[src/rtl/aes_key_sched_pkg.sv]
// Shared types, index constants and GF(2^8) helpers for the AES-128 key schedule.
package aes_key_sched_pkg;

  typedef enum logic {
    IDLE = 1'b0,
    EMIT = 1'b1
  } state_e;

  localparam logic [3:0] AES_KSCHED_FIRST = 4'd0;
  localparam logic [3:0] AES_KSCHED_LAST  = 4'd10;

  // Multiply by x in GF(2^8) with the AES polynomial x^8+x^4+x^3+x+1.
  function automatic logic [7:0] times2(input logic [7:0] x);
    return {x[6:0], 1'b0} ^ (x[7] ? 8'h1b : 8'h00);
  endfunction

  function automatic logic [7:0] gf_mul(input logic [7:0] a, input logic [7:0] b);
    logic [7:0] p;
    logic [7:0] aa;
    p  = 8'h00;
    aa = a;
    for (int i = 0; i < 8; i++) begin
      if (b[i]) p = p ^ aa;
      aa = times2(aa);
    end
    return p;
  endfunction

  // Rcon(n) for n = 1..10, i.e. x^(n-1) in byte 0.
  function automatic logic [7:0] rcon(input logic [3:0] n);
    logic [7:0] r;
    r = 8'h01;
    for (int i = 2; i <= 10; i++) begin
      if (4'(i) <= n) r = times2(r);
    end
    return r;
  endfunction

  function automatic logic [31:0] rot_word(input logic [31:0] w);
    return {w[7:0], w[31:8]};
  endfunction

endpackage

[src/rtl/aes_forward_sbox.sv]
// Forward AES S-box: multiplicative inverse (x^254) followed by the affine map.
module aes_forward_sbox
  import aes_key_sched_pkg::*;
(
  input  logic [7:0] in_byte,
  output logic [7:0] out_byte
);

  logic [7:0] x2, x3, x6, x12, x15, x30, x60, x120, x240, inv;

  always_comb begin
    x2   = gf_mul(in_byte, in_byte);
    x3   = gf_mul(x2, in_byte);
    x6   = gf_mul(x3, x3);
    x12  = gf_mul(x6, x6);
    x15  = gf_mul(x12, x3);
    x30  = gf_mul(x15, x15);
    x60  = gf_mul(x30, x30);
    x120 = gf_mul(x60, x60);
    x240 = gf_mul(x120, x120);
    // 240 + 12 + 2 = 254; zero maps to zero as AES requires
    inv  = gf_mul(gf_mul(x240, x12), x2);
    out_byte = inv ^ {inv[6:0], inv[7]} ^ {inv[5:0], inv[7:6]}
             ^ {inv[4:0], inv[7:5]} ^ {inv[3:0], inv[7:4]} ^ 8'h63;
  end

endmodule

[src/rtl/aes_sub_word.sv]
// SubWord: forward S-box applied to each byte of a 32-bit word.
module aes_sub_word (
  input  logic [31:0] word_in,
  output logic [31:0] word_out
);

  for (genvar b = 0; b < 4; b++) begin : g_sbox
    aes_forward_sbox u_sbox (
      .in_byte  (word_in[8*b +: 8]),
      .out_byte (word_out[8*b +: 8])
    );
  end

endmodule

[src/rtl/aes_key_sched.sv]
// AES-128 round-key sequencer, one key per accepted beat, forward or backward.
// Backward stepping is built only when AES_KSCHED_BACKWARD_EN is defined.
module aes_key_sched
  import aes_key_sched_pkg::*;
(
  input  logic         clk,
  input  logic         rst,
  input  logic         start,
  input  logic         dir,
  input  logic [127:0] key_in,
  output logic [127:0] rk,
  output logic [3:0]   rk_idx,
  output logic         rk_valid,
  input  logic         rk_ready,
  output logic         busy,
  output logic         done
);

  state_e       state_q, state_d;
  logic [127:0] key_q, key_d;
  logic [3:0]   idx_q, idx_d;
  logic         dir_q, dir_d;
  logic         done_q, done_d;
  logic         dir_sel;
  logic [31:0]  w0, w1, w2, w3;
  logic [31:0]  sw_in, sw_out;
  logic [127:0] key_next;

  assign w0 = key_q[31:0];
  assign w1 = key_q[63:32];
  assign w2 = key_q[95:64];
  assign w3 = key_q[127:96];

  aes_sub_word u_sub_word (
    .word_in  (sw_in),
    .word_out (sw_out)
  );

  // Forward step from key i uses Rcon(i+1) on the old w3.
  logic [31:0] fw_t, fw0, fw1, fw2, fw3;
  always_comb begin
    fw_t = sw_out ^ {24'h0, rcon(idx_q + 4'd1)};
    fw0  = w0 ^ fw_t;
    fw1  = w1 ^ fw0;
    fw2  = w2 ^ fw1;
    fw3  = w3 ^ fw2;
  end

`ifdef AES_KSCHED_BACKWARD_EN
  // Backward step recovers w3' first, then feeds it through the shared SubWord.
  logic [31:0] bw3;
  assign dir_sel = dir;
  assign bw3     = w3 ^ w2;
  assign sw_in   = dir_q ? rot_word(bw3) : rot_word(w3);
  assign key_next = dir_q
    ? {bw3, w2 ^ w1, w1 ^ w0, w0 ^ sw_out ^ {24'h0, rcon(idx_q)}}
    : {fw3, fw2, fw1, fw0};
`else
  logic dir_unused;
  assign dir_unused = dir;
  assign dir_sel    = 1'b0;
  assign sw_in      = rot_word(w3);
  assign key_next   = {fw3, fw2, fw1, fw0};
`endif

  // Handshake: a beat transfers on a rising edge where rk_valid && rk_ready;
  // while rk_ready is low the beat (rk, rk_idx) is held unchanged.
  always_comb begin
    state_d = state_q;
    key_d   = key_q;
    idx_d   = idx_q;
    dir_d   = dir_q;
    done_d  = 1'b0;
    unique case (state_q)
      IDLE: begin
        if (start) begin
          key_d   = key_in;
          dir_d   = dir_sel;
          idx_d   = dir_sel ? AES_KSCHED_LAST : AES_KSCHED_FIRST;
          state_d = EMIT;
        end
      end
      EMIT: begin
        if (rk_ready) begin
          if (idx_q == (dir_q ? AES_KSCHED_FIRST : AES_KSCHED_LAST)) begin
            state_d = IDLE;
            done_d  = 1'b1;
          end else begin
            key_d = key_next;
            idx_d = dir_q ? idx_q - 4'd1 : idx_q + 4'd1;
          end
        end
      end
      default: state_d = IDLE;
    endcase
  end

  always_ff @(posedge clk) begin
    if (rst) begin
      state_q <= IDLE;
      key_q   <= '0;
      idx_q   <= '0;
      dir_q   <= 1'b0;
      done_q  <= 1'b0;
    end else begin
      state_q <= state_d;
      key_q   <= key_d;
      idx_q   <= idx_d;
      dir_q   <= dir_d;
      done_q  <= done_d;
    end
  end

  assign rk_valid = (state_q == EMIT);
  assign busy     = rk_valid;
  assign rk       = rk_valid ? key_q : '0;
  assign rk_idx   = rk_valid ? idx_q : '0;
  assign done     = done_q;

endmodule

[config.mk]
export PLATFORM = sky130hd
export DESIGN_NAME = aes_key_sched
export DESIGN_NICKNAME = d
export VERILOG_FILES = /design/src/rtl/aes_key_sched_pkg.sv /design/src/rtl/aes_forward_sbox.sv /design/src/rtl/aes_sub_word.sv /design/src/rtl/aes_key_sched.sv
export SDC_FILE = /design/constraint.sdc
export NUM_CORES = 2
export LEC_CHECK = 0
export CAP_MARGIN = 20
export CORE_ASPECT_RATIO = 1.5
export CORE_MARGIN = 2
export CORE_UTILIZATION = 36
export CTS_CLUSTER_DIAMETER = 50
export DETAILED_ROUTE_END_ITERATION = 10
export PLACE_DENSITY = 0.5
export REMOVE_ABC_BUFFERS = 1
export SLEW_MARGIN = 30
export SYNTH_ARGS = -nofsm -noshare
export SYNTH_HDL_FRONTEND = slang
export SYNTH_SLANG_ARGS = --single-unit
[constraint.sdc]
create_clock -name clk -period 25.3 [get_ports clk]
set_clock_uncertainty 0.1 [all_clocks]
set_input_delay 5.06 -clock clk [delete_from_list [all_inputs] [get_ports clk]]
set_output_delay 5.06 -clock clk [all_outputs]
set_load 0.01 [all_outputs]
### Word-level counts from Yosys, hierarchy flattened

Cells that the tools add are included.

| storage, ports and cells | value |
|---|---|
| register bits after elaboration | 134 |
| output and inout port bits | 135 |

| operators by class | value |
|---|---|
| add/subtract/negate cells | 1 |
| magnitude comparators | 9 |
| equality and inequality tests | 4 |
| mux-type cells | 692 |
| bitwise operators | 651 |
| reduce and logical (&&, ||, !) cells | 2 |

Operators with widths:

| kind | number |
|---|---|
| $mux 8 | 360 |
| $xor 8x8->8 | 324 |
| $xor 8x5->8 | 316 |
| $mux 5 | 316 |
| $mux 128 | 4 |
| $pmux 128 s2 | 1 |
| $xor 32x32->32 | 4 |
| $xor 32x8->32 | 1 |
| $le 3x4->1 const A | 4 |
| $mux 4 | 4 |
| $not 4->4 | 4 |
| $le 4x4->1 const A | 3 |
| $le 2x4->1 const A | 2 |
| $pmux 4 s2 | 1 |
| $ne 2x2->1 const B | 3 |
| $add 4x1->4 const B | 1 |
| $eq 4x4->1 const B | 1 |
| $mux 1 | 4 |
| $reduce_and 3->1 | 1 |
| $reduce_or 3->1 | 1 |
| $mux 2 | 1 |
| $not 1->1 | 2 |
| $pmux 1 s2 | 1 |

### Longest topological paths before layout

| logic depth | value |
|---|---|
| depth in word-level cells | 189 |
| depth in mapped cells | 84 |
| gate-level depth less buffers | 69 |

### By module

A second synthesis with hierarchy kept.

| unflattened totals | value |
|---|---|
| cell total of the unflattened synthesis | 6679 |
| area, all modules | 52949.5 µm² |

By module, submodules not included:

| module | instances | cells an instance | area an instance (µm²) | sequential area each (µm²) |
|---|---|---|---|---|
| aes_forward_sbox | 4 | 1346 | 10839.1 | 0.0 |
| aes_key_sched | 1 | 1295 | 9593.0 | 2682.6 |

### Least setup slack after synthesis

No wires, ideal clock.

| path | value |
|---|---|
| kind | register to register |
| start point | reg key_q[111] |
| end point | reg key_q[99] |
| arrival | 18.794 ns |
| data required time | 25.086 ns |
| slack | 6.292 ns |
| cell stages (with the launch flop) | 73 |
| clock period less this slack | 19.008 ns |
| cells stage by stage | dfxtp_1 > ha_1 > buf_2 > xor2_1 > xor2_1 > nand2b_1 > o21a_1 > xnor3_1 > xnor2_2 > mux2i_1 > a21oi_1 > xor2_1 > inv_1 > clkbuf_1 > buf_1 > ha_1 > nand2_1 > xor2_1 > [37 not listed] > clkbuf_1 > clkbuf_1 > xor2_1 > nand3_1 > o21ai_0 > a21oi_1 > xnor2_1 > xnor2_1 > xnor3_2 > xor2_1 > o221ai_1 > xnor3_1 > xor2_1 > xnor3_1 > xnor2_1 > xnor2_1 > mux2i_1 > a2111oi_0 |

| between the ends | value |
|---|---|
| word-level cells in the longest chain between the ends | 181 |

Ends and longest elaborated chain:

| element | RTL line | text |
|---|---|---|
| from (decl) | aes_key_sched.sv:20 | `logic [127:0] key_q, key_d;` |
| from (signal assigned) | aes_key_sched.sv:107 | `key_q <= key_d;` |
| $mux 5 or $mux 8 (tied branches) | aes_key_sched_pkg.sv:14, aes_key_sched_pkg.sv:23 |  |
| $xor 8x5->8 or $xor 8x8->8 (tied branches) | aes_key_sched_pkg.sv:14, aes_key_sched_pkg.sv:23 |  |
| $xor 8x8->8 or $mux 8 (tied branches) | aes_key_sched_pkg.sv:23 | `if (b[i]) p = p ^ aa;` |
| $mux 8 or $xor 8x8->8 (tied branches) | aes_key_sched_pkg.sv:23 |  |
| $xor 8x8->8 or $mux 8 (tied branches) | aes_key_sched_pkg.sv:23 |  |
| $mux 8 or $xor 8x8->8 (tied branches) | aes_key_sched_pkg.sv:23 |  |
| $xor 8x8->8 or $mux 8 (tied branches) | aes_key_sched_pkg.sv:23 |  |
| $mux 8 or $xor 8x8->8 (tied branches) | aes_key_sched_pkg.sv:23 |  |
| [165 not listed] | n/a |  |
| $xor 32x8->32 * | aes_key_sched.sv:42 | `fw_t = sw_out ^ {24'h0, rcon(idx_q + 4'd1)};` |
| $xor 32x32->32 * | aes_key_sched.sv:43 | `fw0 = w0 ^ fw_t;` |
| $xor 32x32->32 * | aes_key_sched.sv:44 | `fw1 = w1 ^ fw0;` |
| $xor 32x32->32 * | aes_key_sched.sv:45 | `fw2 = w2 ^ fw1;` |
| $xor 32x32->32 * | aes_key_sched.sv:46 | `fw3 = w3 ^ fw2;` |
| $mux 128 * | aes_key_sched.sv:85 | `if (idx_q == (dir_q ? AES_KSCHED_FIRST : AES_KSCHED_LAST)) begin` |
| $mux 128 * | aes_key_sched.sv:84 | `if (rk_ready) begin` |
| $pmux 128 s2 * | aes_key_sched.sv:74 | `unique case (state_q)` |

Mark *: on every way between the ends. The rest lies on a longest branch, timed or not. The select of a mux whose other input is x is not followed.
A chain may end at the register's enable or synchronous reset.

### Worst setup path in the final report

| path | value |
|---|---|
| start point | reg key_q[111] |
| end point | reg key_q[97] |

| between the ends | value |
|---|---|
| word-level cells in the longest chain between the ends | 182 |

Ends and longest elaborated chain:

| element | RTL line |
|---|---|
| $mux 5 or $mux 8 (tied branches) | aes_key_sched_pkg.sv:14, aes_key_sched_pkg.sv:23 |
| $xor 8x5->8 or $xor 8x8->8 (tied branches) | aes_key_sched_pkg.sv:14, aes_key_sched_pkg.sv:23 |
| $xor 8x8->8 or $mux 8 (tied branches) | aes_key_sched_pkg.sv:23 |
| $mux 8 or $xor 8x8->8 (tied branches) | aes_key_sched_pkg.sv:23 |
| $xor 8x8->8 or $mux 8 (tied branches) | aes_key_sched_pkg.sv:23 |
| $mux 8 or $xor 8x8->8 (tied branches) | aes_key_sched_pkg.sv:23 |
| $xor 8x8->8 or $mux 8 (tied branches) | aes_key_sched_pkg.sv:23 |
| $mux 8 or $xor 8x8->8 (tied branches) | aes_key_sched_pkg.sv:23 |
| [166 not listed] | n/a |
| $xor 32x8->32 * | aes_key_sched.sv:42 |
| $xor 32x32->32 * | aes_key_sched.sv:43 |
| $xor 32x32->32 * | aes_key_sched.sv:44 |
| $xor 32x32->32 * | aes_key_sched.sv:45 |
| $xor 32x32->32 * | aes_key_sched.sv:46 |
| $mux 128 * | aes_key_sched.sv:85 |
| $mux 128 * | aes_key_sched.sv:84 |
| $pmux 128 s2 * | aes_key_sched.sv:74 |

Marks and branches as above.

==> reports/results.txt <==
outcome: complete, no violations
dpl hpwl: 137 mm
H-Tree Depth: 4
Final Cycle Share: 88.5%
Async S/R FF share, synth: 0%
clk slew on worst S/H paths: 0.07 ns
Layout fillers: 15300
internal reg-to-reg setup slack: 2.90 ns
EDFF count, synth: 0
Seq cells post-synth: 134
Syn Std Cell Area: 0.0544 mm²
Critical Path Start Type: flip-flop
worst hold path type: reg -> reg
antenna-violating nets left: 0
biggest area consumer among synthesized cells: xnor2_1
total clock buffers created by CTS: 17
total gr overflow: 0
GPL Wtd Cong: 0.876
Worst R2R Start: key_q[111]
CTS Hold Bufs: 0
Post-CTS Setup Inserts: 0
WL final: 183 mm
Stages on worst setup path: 67
DR vias: 49900
placed instance area: 0.0598 mm²
crit path max fanout: 22
Setup TNS: 0 ns
first-pass GRT wire length: 284 mm
slowest CP cell: xor3_1
Rel. slew slack: 32.1%
CP startpoint: key_q[111]
max_cap viols: 0
top cells by area, synth: xnor2_1 19%, xnor3_1 14%, xor2_1 6.6%
ys flop type: dfxtp_1
Crit path required time: 25.58 ns
clock buffer depth: 2
Least-Margin Pin Slew: 1.02 ns
vias per cell: 5.49
WL/cell: 20.1 µm
I/O Buffers: 266
total die area: 0.154 mm²
RSZ-0062 raised after global routing: no
Worst Setup EP: key_q[97]
hold wc startpoint: key_q[17]
Die H: 480 µm
largest net degree at the start of global routing: 106
latest clock arrival within the worst-skew pair: 0.51 ns
Worst R2R Path Depth: 67
Synth Instances: 7045
Tmin final: 22.40 ns
I/O pin total: 268
Rows: 174
initial core utilization: 36.3%
R2R Path End: key_q[97]
Sink Count: 134
Die Width: 322 µm
Pre-antenna DRT Iters: 7
core area: 0.150 mm²
synth warn: 0
WS Path Type: reg -> reg
Crit path max-delay family: XOR/XNOR gates
Final Max Tran Viols: 0
CP Buf/Inv Count: 9
Fmax achieved: 44.6 MHz
Yosys cell types: 117
Post-route DRC: 0
DRT iter0 DRCs: 3281
layout cells sized above 1: 8.95%
# setup viols final: 0
CTS tree: yes
CTS root buf: clkbuf_16
CP endpoint kind: flip-flop
area added between synthesis and finish: 11.0%
vias in the first global route: 48500
Total GRT Usage: 23.0%
antenna violations before repair: 6
CP arrival: 22.68 ns
syn_area_per_cell: 7.73 µm²
Final Instance Area: 0.0604 mm²
final hold vios: 0
Seq/Total Area, Yosys: 4.93%
# nets final: 7303
top cell type's share of synthesized area: 19.4%
Largest stage delay, worst path: 0.69 ns
Gates resized, CTS repair: 0
CP dominant cell by count: xor2_1
==> per-stage QoR <==
stage | hold WS [ns] | utilization, % | setup WS, ns | cells
CTS | 0.376 | 40.2 | 2.82 | 9086
finish | 0.374 | 40.3 | 2.90 | 9088
floorplan | 0.335 | - | 3.47 | 6551
global route | 0.401 | 40.3 | 1.11 | 9086
detailed placement | 0.365 | 39.8 | 2.87 | 9054
global placement | 0.355 | 39.8 | 3.06 | 9054
==> worst min-delay path by stage <==
stage,depth (start not counted),slack (ns),end
floorplan,2,0.33,key_q[17]
global placement,2,0.36,key_q[17]
detailed placement,2,0.36,key_q[17]
CTS,2,0.38,key_q[17]
global route,2,0.40,key_q[17]
finish,2,0.37,key_q[17]
==> area by class of cell <==
cell class	instances	area, µm²	area share, %
Tap cell	1936	2420	4.01
Clock buffer	18	439	0.727
Clock inverter	14	158	0.261
Inverter	132	500	0.828
Antenna cell	2	5.00	0.00828
Sequential cell	134	2690	4.44
Multi-Input combinational cell	6285	49300	81.5
Timing Repair Buffer	567	4950	8.19
==> worst min-delay path, delay by kind of cell (launching register included) <==
kind / cells / cell delay, ns
AND/OR/NAND/NOR: 1 / 0.06
AO/OA/AOI/OAI: 1 / 0.05
flip-flops: 1 / 0.33
==> cell families (layout without fill, tap and decap cells) <==
kind of cell             count (synthesis)  in the layout  share of synthesized area (%)
AND/OR/NAND/NOR                       2548           2548                           21.4
XOR/XNOR                              2143           2143                           46.9
AO/OA/AOI/OAI                         1290           1290                           15.7
buffers and inverters                  626            731                           5.03
multiplexers                           271            271                           5.22
flip-flops                             134            134                           4.93
adder cells (fa/ha/maj)                 33             33                          0.758
other                                    0              2                              0
==> synthesized netlist by cell type (18+ instances only) <==
| cell | n |
|---|---|
| ha_1 | 33 |
| o31ai_1 | 20 |
| nand3b_1 | 18 |
| xor2_2 | 25 |
| a22oi_1 | 48 |
| dfxtp_1 | 134 |
| nor3_1 | 170 |
| a32oi_1 | 20 |
| nand2_1 | 744 |
| o22ai_1 | 59 |
| buf_4 | 48 |
| mux2_2 | 32 |
| xor3_1 | 44 |
| a211oi_1 | 48 |
| nor2b_1 | 91 |
| nand3_1 | 166 |
| nor4_1 | 30 |
| buf_2 | 119 |
| xnor2_2 | 74 |
| nor2_1 | 877 |
| and2_1 | 149 |
| and3_1 | 51 |
| inv_2 | 25 |
| mux2i_1 | 231 |
| a31oi_1 | 102 |
| nand2b_1 | 82 |
| buf_1 | 32 |
| xor2_1 | 412 |
| o21ai_0 | 239 |
| inv_1 | 93 |
| a21oi_1 | 331 |
| o221ai_1 | 24 |
| xnor2_1 | 1209 |
| or3_1 | 47 |
| a21o_1 | 29 |
| xnor3_1 | 337 |
| o211ai_1 | 50 |
| clkbuf_1 | 287 |
| a221oi_1 | 37 |
| o21ai_1 | 33 |
| nor3b_1 | 22 |
| nand4_1 | 22 |
==> cells in the final DEF, fill, tap and decap left out, types with 24 or more instances in the layout <==
| master | netlist | layout |
|---|---|---|
| xnor2_1 | 1209 | 1189 |
| nor2_1 | 877 | 876 |
| nand2_1 | 744 | 743 |
| xor2_1 | 412 | 403 |
| xnor3_1 | 337 | 335 |
| a21oi_1 | 331 | 331 |
| buf_4 | 48 | 298 |
| clkdlybuf4s50_1 | 0 | 264 |
| o21ai_0 | 239 | 239 |
| mux2i_1 | 231 | 231 |
| nor3_1 | 170 | 170 |
| nand3_1 | 166 | 165 |
| and2_1 | 149 | 149 |
| dfxtp_1 | 134 | 133 |
| a31oi_1 | 102 | 102 |
| xnor2_2 | 74 | 93 |
| inv_1 | 93 | 93 |
| nor2b_1 | 91 | 90 |
| nand2b_1 | 82 | 82 |
| o22ai_1 | 59 | 59 |
| and3_1 | 51 | 50 |
| o211ai_1 | 50 | 50 |
| a22oi_1 | 48 | 48 |
| a211oi_1 | 48 | 48 |
| or3_1 | 47 | 47 |
| xor3_1 | 44 | 44 |
| a221oi_1 | 37 | 37 |
| xor2_2 | 25 | 34 |
| o21ai_1 | 33 | 33 |
| ha_1 | 33 | 33 |
| mux2_2 | 32 | 32 |
| nor4_1 | 30 | 30 |
| a21o_1 | 29 | 29 |
| inv_2 | 25 | 25 |
| o221ai_1 | 24 | 24 |
==> per-layer routing <==
layer | global-route usage, % | share of wire [%] | vias to the layer above
li1 | - | - | 24400
met1 | 28.4 | 43 | 23900
met2 | 41.2 | 50 | 1270
met3 | 2.44 | 4.3 | 231
met4 | 7.71 | 3.2 | 4
met5 | 0 | 0.016 | -
==> state kept, by name (all words and copies together), names as in the netlist <==
register / cells
idx_q: 4
done: 1
key_q: 128
busy: 1
Power is left out: the tool's default activity adds up to more than one toggle a clock period on the data nets, which glitch-free logic cannot reach.
